$ cat config.mk
export PLATFORM = sky130hd
export DESIGN_NAME = icache_sa_flat
export DESIGN_NICKNAME = d
export VERILOG_FILES = /design/src/rtl/icache_sa_if.sv /design/src/rtl/icache_sa.sv /design/src/flat_wrapper.sv
export SDC_FILE = /design/constraint.sdc
export NUM_CORES = 2
export LEC_CHECK = 0
export CAP_MARGIN = 10
export CORE_MARGIN = 8
export CORE_UTILIZATION = 55
export CTS_BUF_LIST = sky130_fd_sc_hd__clkbuf_8
export DETAILED_ROUTE_END_ITERATION = 8
export HOLD_SLACK_MARGIN = 0.15
export PLACE_DENSITY = 0.71
export SYNTH_ARGS = -nofsm -noshare
export SYNTH_HDL_FRONTEND = slang
export SYNTH_SLANG_ARGS = --single-unit
$ cat constraint.sdc
create_clock -name CLK -period 5.6 [get_ports CLK]
set_input_delay 0.84 -clock CLK [delete_from_list [all_inputs] [get_ports CLK]]
set_output_delay 0.84 -clock CLK [all_outputs]
set_load 0.05 [all_outputs]
$ cat src/rtl/icache_sa_if.sv
// Fetch-side and memory-side signals of the set-associative instruction cache.
// slave is the cache's view; master is the datapath plus memory view.
interface icache_sa_if;
  logic        imemREN;
  logic [31:0] imemaddr;
  logic        iflush;
  logic        ihit;
  logic [31:0] imemload;
  logic        iREN;
  logic [31:0] iaddr;
  logic        iwait;
  logic [31:0] iload;

  modport master (
    output imemREN, imemaddr, iflush, iwait, iload,
    input  ihit, imemload, iREN, iaddr
  );

  modport slave (
    input  imemREN, imemaddr, iflush, iwait, iload,
    output ihit, imemload, iREN, iaddr
  );
endinterface

$ cat src/rtl/icache_sa.sv
// Set-associative instruction cache with true-LRU replacement, combinational hits
// and a block fill state machine on misses.
module icache_sa #(
  parameter int unsigned SETS        = 8,
  parameter int unsigned WAYS        = 2,
  parameter int unsigned BLOCK_WORDS = 2
) (
  input logic        CLK,
  input logic        nRST,
  icache_sa_if.slave bus
);

  localparam int unsigned OFF  = $clog2(BLOCK_WORDS);
  localparam int unsigned IDX  = $clog2(SETS);
  localparam int unsigned TAGW = 30 - OFF - IDX;
  localparam int unsigned OFFW = (OFF > 0) ? OFF : 1;
  localparam int unsigned WAYW = (WAYS > 1) ? $clog2(WAYS) : 1;

  typedef enum logic [0:0] {StIdle, StFill} state_e;

  state_e            state_q, state_d;
  logic [OFFW-1:0]   cnt_q, cnt_d;
  logic [TAGW-1:0]   base_tag_q, base_tag_d;
  logic [IDX-1:0]    base_idx_q, base_idx_d;
  logic [WAYW-1:0]   victim_q, victim_d;

  logic [SETS-1:0]   valid_q [WAYS];
  logic [WAYW-1:0]   age_q   [WAYS][SETS];
  logic [TAGW-1:0]   tag_q   [WAYS][SETS];
  logic [31:0]       data_q  [WAYS][SETS][BLOCK_WORDS];

  logic [IDX-1:0]    req_idx;
  logic [OFFW-1:0]   req_off;
  logic [TAGW-1:0]   req_tag;
  logic              hit_any, hit;
  logic [WAYW-1:0]   hit_way, victim, max_age;
  logic              found_invalid;
  logic              fill_done;
  logic              lru_en;
  logic [IDX-1:0]    lru_idx;
  logic [WAYW-1:0]   lru_way;
  int unsigned       lru_old;
  logic [31:0]       fill_addr;
  logic              unused_byte_bits;

  assign unused_byte_bits = ^bus.imemaddr[1:0];

  always_comb begin
    req_off = '0;
    if (OFF > 0) req_off = bus.imemaddr[2 +: OFFW];
  end
  assign req_idx = bus.imemaddr[2+OFF +: IDX];
  assign req_tag = bus.imemaddr[31 -: TAGW];

  always_comb begin
    hit_any = 1'b0;
    hit_way = '0;
    for (int w = 0; w < WAYS; w++) begin
      if (valid_q[w][req_idx] && tag_q[w][req_idx] == req_tag) begin
        hit_any = 1'b1;
        hit_way = WAYW'(w);
      end
    end
  end

  assign hit = bus.imemREN && (state_q == StIdle) && !bus.iflush && hit_any;

  // Victim: lowest-numbered invalid way, else the oldest (lowest index on ties).
  always_comb begin
    victim        = '0;
    max_age       = '0;
    found_invalid = 1'b0;
    for (int w = 0; w < WAYS; w++) begin
      if (!found_invalid && !valid_q[w][req_idx]) begin
        victim        = WAYW'(w);
        found_invalid = 1'b1;
      end
    end
    if (!found_invalid) begin
      for (int w = 0; w < WAYS; w++) begin
        if (age_q[w][req_idx] > max_age) begin
          max_age = age_q[w][req_idx];
          victim  = WAYW'(w);
        end
      end
    end
  end

  always_comb begin
    state_d    = state_q;
    cnt_d      = cnt_q;
    base_tag_d = base_tag_q;
    base_idx_d = base_idx_q;
    victim_d   = victim_q;
    fill_done  = 1'b0;
    if (bus.iflush) begin
      state_d = StIdle;
      cnt_d   = '0;
    end else begin
      unique case (state_q)
        StIdle: begin
          if (bus.imemREN && !hit_any) begin
            state_d    = StFill;
            base_tag_d = req_tag;
            base_idx_d = req_idx;
            victim_d   = victim;
          end
        end
        StFill: begin
          if (!bus.iwait) begin
            if (cnt_q == OFFW'(BLOCK_WORDS - 1)) begin
              fill_done = 1'b1;
              cnt_d     = '0;
              state_d   = StIdle;
            end else begin
              cnt_d = cnt_q + 1'b1;
            end
          end
        end
        default: state_d = StIdle;
      endcase
    end
  end

  // A freshly filled invalid way counts as older than every other way, so all others age.
  always_comb begin
    lru_en  = hit || fill_done;
    lru_idx = hit ? req_idx : base_idx_q;
    lru_way = hit ? hit_way : victim_q;
    if (hit) begin
      lru_old = 32'(age_q[hit_way][req_idx]);
    end else if (valid_q[victim_q][base_idx_q]) begin
      lru_old = 32'(age_q[victim_q][base_idx_q]);
    end else begin
      lru_old = WAYS;
    end
  end

  always_ff @(posedge CLK or negedge nRST) begin
    if (!nRST) begin
      state_q    <= StIdle;
      cnt_q      <= '0;
      base_tag_q <= '0;
      base_idx_q <= '0;
      victim_q   <= '0;
      for (int w = 0; w < WAYS; w++) begin
        valid_q[w] <= '0;
        for (int s = 0; s < SETS; s++) age_q[w][s] <= '0;
      end
    end else begin
      state_q    <= state_d;
      cnt_q      <= cnt_d;
      base_tag_q <= base_tag_d;
      base_idx_q <= base_idx_d;
      victim_q   <= victim_d;
      if (bus.iflush) begin
        for (int w = 0; w < WAYS; w++) begin
          valid_q[w] <= '0;
          for (int s = 0; s < SETS; s++) age_q[w][s] <= '0;
        end
      end else if (lru_en) begin
        if (fill_done) valid_q[victim_q][base_idx_q] <= 1'b1;
        for (int w = 0; w < WAYS; w++) begin
          if (WAYW'(w) == lru_way) begin
            age_q[w][lru_idx] <= '0;
          end else if (32'(age_q[w][lru_idx]) < lru_old) begin
            age_q[w][lru_idx] <= age_q[w][lru_idx] + 1'b1;
          end
        end
      end
    end
  end

  // Tag and data arrays carry no reset; validity alone qualifies them.
  always_ff @(posedge CLK) begin
    if (state_q == StFill && !bus.iwait) begin
      data_q[victim_q][base_idx_q][cnt_q] <= bus.iload;
    end
    if (fill_done) begin
      tag_q[victim_q][base_idx_q] <= base_tag_q;
    end
  end

  assign fill_addr = {base_tag_q, base_idx_q, {(OFF + 2){1'b0}}} + (32'(cnt_q) << 2);

  assign bus.ihit     = hit;
  assign bus.imemload = hit ? data_q[hit_way][req_idx][req_off] : 32'h0;
  assign bus.iREN     = (state_q == StFill);
  assign bus.iaddr    = (state_q == StFill) ? fill_addr : 32'h0;

endmodule

$ cat src/flat_wrapper.sv
// flat-port wrapper written by rule: the top's interface ports become plain ports
module icache_sa_flat 
#(
  parameter int unsigned SETS        = 8,
  parameter int unsigned WAYS        = 2,
  parameter int unsigned BLOCK_WORDS = 2
)
  (CLK, nRST, bus_imemREN, bus_imemaddr, bus_iflush, bus_iwait, bus_iload, bus_ihit, bus_imemload, bus_iREN, bus_iaddr);
  icache_sa_if bus_i ();
  input logic CLK;
  input logic nRST;
  input wire logic [$bits(bus_i.imemREN)-1:0] bus_imemREN;
  input wire logic [$bits(bus_i.imemaddr)-1:0] bus_imemaddr;
  input wire logic [$bits(bus_i.iflush)-1:0] bus_iflush;
  input wire logic [$bits(bus_i.iwait)-1:0] bus_iwait;
  input wire logic [$bits(bus_i.iload)-1:0] bus_iload;
  output wire logic [$bits(bus_i.ihit)-1:0] bus_ihit;
  output wire logic [$bits(bus_i.imemload)-1:0] bus_imemload;
  output wire logic [$bits(bus_i.iREN)-1:0] bus_iREN;
  output wire logic [$bits(bus_i.iaddr)-1:0] bus_iaddr;
  assign bus_i.imemREN = bus_imemREN;
  assign bus_i.imemaddr = bus_imemaddr;
  assign bus_i.iflush = bus_iflush;
  assign bus_i.iwait = bus_iwait;
  assign bus_i.iload = bus_iload;
  assign bus_ihit = bus_i.ihit;
  assign bus_imemload = bus_i.imemload;
  assign bus_iREN = bus_i.iREN;
  assign bus_iaddr = bus_i.iaddr;
  icache_sa #(.SETS(SETS), .WAYS(WAYS), .BLOCK_WORDS(BLOCK_WORDS)) u_core (.CLK(CLK), .nRST(nRST), .bus(bus_i));
endmodule
# Word-level counts from Yosys, hierarchy flattened
# Memory sizes are Yosys's and may differ from the RTL's.
# Index checks and enable logic that the tools add are counted.
[op_classes] add_sub_neg=4 n_mul=0 div_mod_pow=0 order_cmp=18 n_eq_ne=4 shifts=0 n_mux=102 bitwise_logic=13 reduce_logical=27
[ops] operator="512-bit 2-to-1 mux" count=1
[ops] operator="32-bit 2-to-1 mux" count=7
[ops] operator="208-bit 2-to-1 mux" count=1
[ops] operator="64-bit binary-select mux with 3-bit select" count=1
[ops] operator="64-bit demux with 3-bit select" count=1
[ops] operator="64-bit 2-to-1 mux" count=3
[ops] operator="26-bit binary-select mux with 3-bit select" count=2
[ops] operator="26-bit 2-to-1 mux" count=5
[ops] operator="8-bit 2-to-1 mux" count=14
[ops] operator="16-bit 2-to-1 mux" count=5
[ops] operator="26-bit demux with 3-bit select" count=1
[ops] operator="1-bit by 32-bit < comparator with 1-bit output" count=2
[ops] operator="26-bit == test" count=2
[ops] operator="1-bit 2-to-1 mux" count=43
[ops] operator="32-bit by 3-bit adder with 32-bit output" count=1
[ops] operator="32-bit demux with 1-bit select" count=1
[ops] operator="1-bit binary-select mux with 3-bit select" count=9
[ops] operator="8-bit AND" count=2
[ops] operator="8-bit bitwise mux" count=2
[ops] operator="16-bit OR" count=1
[ops] operator="1-bit logical AND" count=13
[ops] operator="4-bit >= comparator, second input constant" count=3
[ops] operator="3-bit inverter with 4-bit output" count=3
[ops] operator="8-bit demux with 1-bit select" count=1
[ops] operator="23 further kinds" count=44
[word_totals] reg_bits=64 latch_bits=0 ram_bits=1440 rom_bits=0 inputBits=69 memories=2
[memory_table] name="u_core.data_q" depth=2 word_bits=512 read_ports=1 rd_ports_with_merged_regs=0 wr=1 line_no="icache_sa.sv:30" source="logic [31:0] data_q [WAYS][SETS][BLOCK_WORDS];"
[memory_table] name="u_core.tag_q" depth=2 word_bits=208 read_ports=2 rd_ports_with_merged_regs=0 wr=1 line_no="icache_sa.sv:29" source="logic [TAGW-1:0] tag_q [WAYS][SETS];"

# Depth between registers and ports, before layout
[logic_depth] depth_word=20 ltp_mapped=19

# Worst setup path after synthesis
# Ideal clock, no wire load.
[synth_timing] kind="input to output" from="input bus_imemaddr[4]" to="output bus_imemload[10]" arrival_time_ns=5.363 required_ns=4.760 slack_ns=-0.603 cell_stages=17 path_buffers=8 path_cell_list="buf_4 buf_6 buf_6 buf_4 buf_4 buf_2 mux2i_1 xor2_1 nand4_1 nor4bb_1 nand2_1 or4_1 a21oi_1 and2_1 clkbuf_1 clkbuf_1 a22o_1"
[synth_via] word_cells_on_any_way=27 cone_classes="eq/ne: 2; mux: 20; bitwise: 1; reduce/logical: 3; memory: 1"
[synth_rtl] item="start, declared" line_no="flat_wrapper.sv:13" source="input wire logic [$bits(bus_i.imemaddr)-1:0] bus_imemaddr;"
[synth_rtl] item="3-bit inverter with 4-bit output (implied by the code)" line_no="icache_sa.sv:59" source="if (valid_q[w][req_idx] && tag_q[w][req_idx] == req_tag) begin"
[synth_rtl] item="26-bit binary-select mux with 3-bit select" line_no="icache_sa.sv:59"
[synth_rtl] item="26-bit 2-to-1 mux (implied by the code) (2 in series)" line_no="icache_sa.sv:59"
[synth_rtl] item="26-bit == test" line_no="icache_sa.sv:59"
[synth_rtl] item="1-bit logical AND" line_no="icache_sa.sv:59"
[synth_rtl] item="1-bit 2-to-1 mux" line_no="icache_sa.sv:59"
[synth_rtl] item="1-bit 2-to-1 mux (*)" line_no="icache_sa.sv:59"
[synth_rtl] item="1-bit logical AND (*)" line_no="icache_sa.sv:66" source="assign hit = bus.imemREN && (state_q == StIdle) && !bus.iflush && hit_any;"
[synth_rtl] item="net bus_ihit" line_no="flat_wrapper.sv:17" source="output wire logic [$bits(bus_i.ihit)-1:0] bus_ihit;"
[synth_rtl] item="32-bit 2-to-1 mux (*)" line_no="icache_sa.sv:187" source="assign bus.imemload = hit ? data_q[hit_way][req_idx][req_off] : 32'h0;"
[synth_rtl] item="end, declared" line_no="flat_wrapper.sv:18" source="output wire logic [$bits(bus_i.imemload)-1:0] bus_imemload;"
# Mark *: on every way through the listed nets, which the timed path passes. The rest lies on a longest branch. The select of a mux whose other input is x is not followed.

==> run_results.csv <==
group,metric,value,unit
synthesis,synth_cell_types,62,
synthesis,synthArstFlopShare,0.0426,
synthesis,synthMuxAreaShare,0.171,
critical_path,crit_chain,"mux4_2, mux2i_2, xor2_1, buf_4, or3b_1, or4_4, nor4_4, buf_12, buf_16, buf_16, mux4_2, and2_1, a211oi_1, a21oi_1, a22o_2, buf_6",
sta,tns,-23.97,ns
synthesis,synth-compound-area-share,0.0298,
floorplanning,die_area,119000,µm²
global_routing,grt_max_degree,127,
status,status,"complete, but fails checks",
drt,via_per_inst,6.31,
synthesis,synth_seq_area_share,0.755,
sta,report.final.slew_viol_count,0,
clock_network,htree_levels,4,
drt,drc,0,
power,power.density,320,nW/µm²
clock_network,clockRootBuffer,"clkbuf_8",
hold_path,hp-class,"register to register",
sta,fin_ws,-0.811,ns
power,ir_drop,0.000250,V
synthesis,synth_xor_area_frac,0.00546,
sta,fmax,156,MHz
place,dpl.hpwl,83600,µm
synthesis,synth_largest_area_cell,"edfxtp_1",
clock_network,worstSkewPairLatency,0.90,ns
synthesis,synthTopCellsByArea,"edfxtp_1 73%, mux4_2 14%, mux2i_1 2.7%, dfrtp_1 2.7%, mux2_2 0.85%",
synthesis,syn_area_per_cell,21.2,µm²
global_routing,track_usage,0.252,
sta,relSlewSlack,0.267,
floorplanning,die_w,345,µm
floorplanning,pin_count,135,
critical_path,crit_slowest_cell,"mux4_2",
floorplanning,rows,120,
synthesis,synth_top_family_by_area,"multiplexers",
power,total_leakage_power,23.1,nW
sta,period_share,1.14,
critical_path,slowest_delay,0.51,ns
job,cap_violations,0,
final_layout,drive_gt1_frac,0.336,
synthesis,synth_top_area_share,0.728,
clock_network,tritoncts,"done",
synthesis,postSynthCellCount,2799,
synthesis,synth_area,59400,µm²
global_routing,grt_antenna_before_repair,5,
floorplanning,die_h,345,µm
synthesis,synth-seq-cells,1504,
status,violations,"setup timing",
final_layout,stdcell_area,70200,µm²
global_routing,grt_pass1_vias,32200,
sta,min_period,6.41,ns
drt,vias,31000,
clock_network,clk_pin_slew,0.06,ns
place,port_buffers,130,
drt,wl_per_cell,30.4,µm
floorplanning,core,107000,µm²
critical_path,arrival,5.57,ns
place,place.gp.congestion,0.895,
synthesis,synthAdderAreaFrac,0,
clock_network,tritoncts.num_buffers,223,
synthesis,synth_ff_type,"edfxtp_1",
final_layout,area_growth,18.1,%
floorplanning,start_util,0.555,
critical_path,critPathMaxFanout,9,
clock_network,cts.sinks,1504,
global_routing,grt-ovfl-total,0,
critical_path,start_kind,"register",
place,dp_slack,-0.864,ns
sta,finalHoldViolations,0,
final_layout,nNetsFinal,3367,
drt,drtIter0Drc,3783,
synthesis,synth_simple_gate_area_frac,0.0251,
drt,drt_pass1_iterations,5,
place,dpl_cell_area,64300,µm²
critical_path,crit_type,"register to output port",
sta,setup_viol_count_final,32,
sta,rsz0062_at_grt,"true",
drt,routed_wl,149000,µm
sta,worstMarginPinSlew,1.10,ns
synthesis,synth_edf_count,1440,
global_routing,grt_pass1_wl,216000,µm
clock_network,cts_max_path_buffers,3,
sta,skew,0.0344,ns
synthesis,yosys_warnings,0,
critical_path,required,4.76,ns
critical_path,critPathCaptureType,"output port",
drt,antenna_left,0,
[final cells by class]
class	count	area [µm²]
fillers	6927	36900
repair buffers	430	4680
diodes	7	17.5
clock buffers	239	3290
clock inverters	183	1010
inverters	7	26.3
multi-input cells	1132	14500
well taps	1403	1760
flip-flops and latches	1504	44800
[registers in the layout, indices dropped and copies added, names as in the netlist]
register	flops
u_core.data_q	1024
u_core.victim_q	1
u_core.base_idx_q	3
u_core.base_tag_q	26
u_core.age_q	16
u_core.bus.iREN	1
u_core.cnt_q	1
u_core.valid_q	16
u_core.tag_q	416
[cells in the mapped netlist (all sizes together) (10+ instances only)]
cell,count
mux2,45
o31ai,14
o21ai,29
clkbuf,92
xor2,31
and2,68
dfrtp,64
edfxtp,1440
mux2i,161
buf,65
nand3,10
nor2,73
mux4,357
a21oi,53
nand2,37
a22oi,30
nor3,24
nand4,14
o22ai,11
a22o,40
a211oi,39
[power by group]
group	internal, mW	switching (mW)
sequential	12.6	0.207
combinational	0.504	0.761
clock	4.29	4.15
total	17.3	5.11
[metrics by stage]
stage / hold slack (ns) / std cells / util / power, mW
3_5_place_dp: 0.511 / 4431 / 0.601 / 14.2
6_report: 0.520 / 4905 / 0.655 / 22.5
3_3_place_gp: 0.497 / 4431 / 0.601 / 14.2
2_1_floorplan: 0.478 / 2800 / - / 13.6
5_1_grt: 0.561 / 4900 / 0.655 / 23.1
4_1_cts: 0.521 / 4895 / 0.653 / 22.6
[worst paths after layout]
| kind | start | end | slack (ns) | depth (start not counted) |
|---|---|---|---|---|
| worst min register to register | u_core.valid_q[11] | u_core.valid_q[11] | 0.52 | 2 |
| min in group asynchronous | nRST | u_core.base_tag_q[13] | 0.70 | 3 |
| worst max-delay path | u_core.tag_q[1][54] | bus_imemload[27] | -0.81 | 16 |
| max in group asynchronous | nRST | u_core.base_idx_q[2] | 4.19 | 3 |
| worst max register to register | u_core.tag_q[1][54] | u_core.age_q[7] | 1.08 | 13 |
| worst min-delay path | u_core.valid_q[11] | u_core.valid_q[11] | 0.52 | 2 |
[critical path: cells and delay by family (launching register included)]
family / cells / cell delay, ns
xor+xnor: 1 / 0.23
buf+inv: 5 / 0.86
flops: 1 / 0.36
mux: 3 / 1.19
compound gates: 3 / 0.68
simple gates: 4 / 1.34
[layout by cell type (no fill, tap or decap), types with 8 or more instances in the layout]
master and instances:
mux2i_2 9, buf_12 46, a211oi_2 20, a21oi_1 43, xor2_1 31, mux2i_1 151
nand3_1 10, nand2_1 37, a22o_4 23, and2_1 61, a21oi_2 9, nor2b_1 8
edfxtp_1 1440, nand3b_1 8, a211oi_1 16, and3_1 8, nor2_4 28, clkinv_1 59
dfrtp_1 64, a22o_2 9, buf_4 227, clkinv_2 31, clkbuf_8 240, clkdlybuf4s50_1 92
buf_8 24, nor3_2 18, a22o_1 8, o31ai_1 14, nand4_1 14, a22oi_1 30
nor2_1 45, inv_1 79, mux2_2 45, o22ai_1 11, mux4_2 357, buf_16 15
o21ai_0 28, buf_6 17
[kinds of logic after synthesis]
group,Yosys count
simple gates,282
mux,563
xor+xnor,37
buf+inv,164
other cells,1
compound gates,248
flops,1504
[what timing repair did]
action | CTS | global route
gates resized for setup | 107 | 64
endpoints found under the setup margin | 32 | 33
hold endpoints to repair | 1 | 0
buffers inserted | 27 | 7
pin swaps | 17 | 26
cloned | 14 | 3
hold buffers | 1 | 0
[routing by layer]
layer / vias to the layer above / track usage / share of wire
met5: - / 0 / 0.000087
met4: 2 / 0.0823 / 0.028
met3: 280 / 0.0486 / 0.089
met2: 1616 / 0.415 / 0.50
met1: 16300 / 0.341 / 0.39
li1: 12800 / - / -
Note: power is estimated with default switching activity, not from simulation.
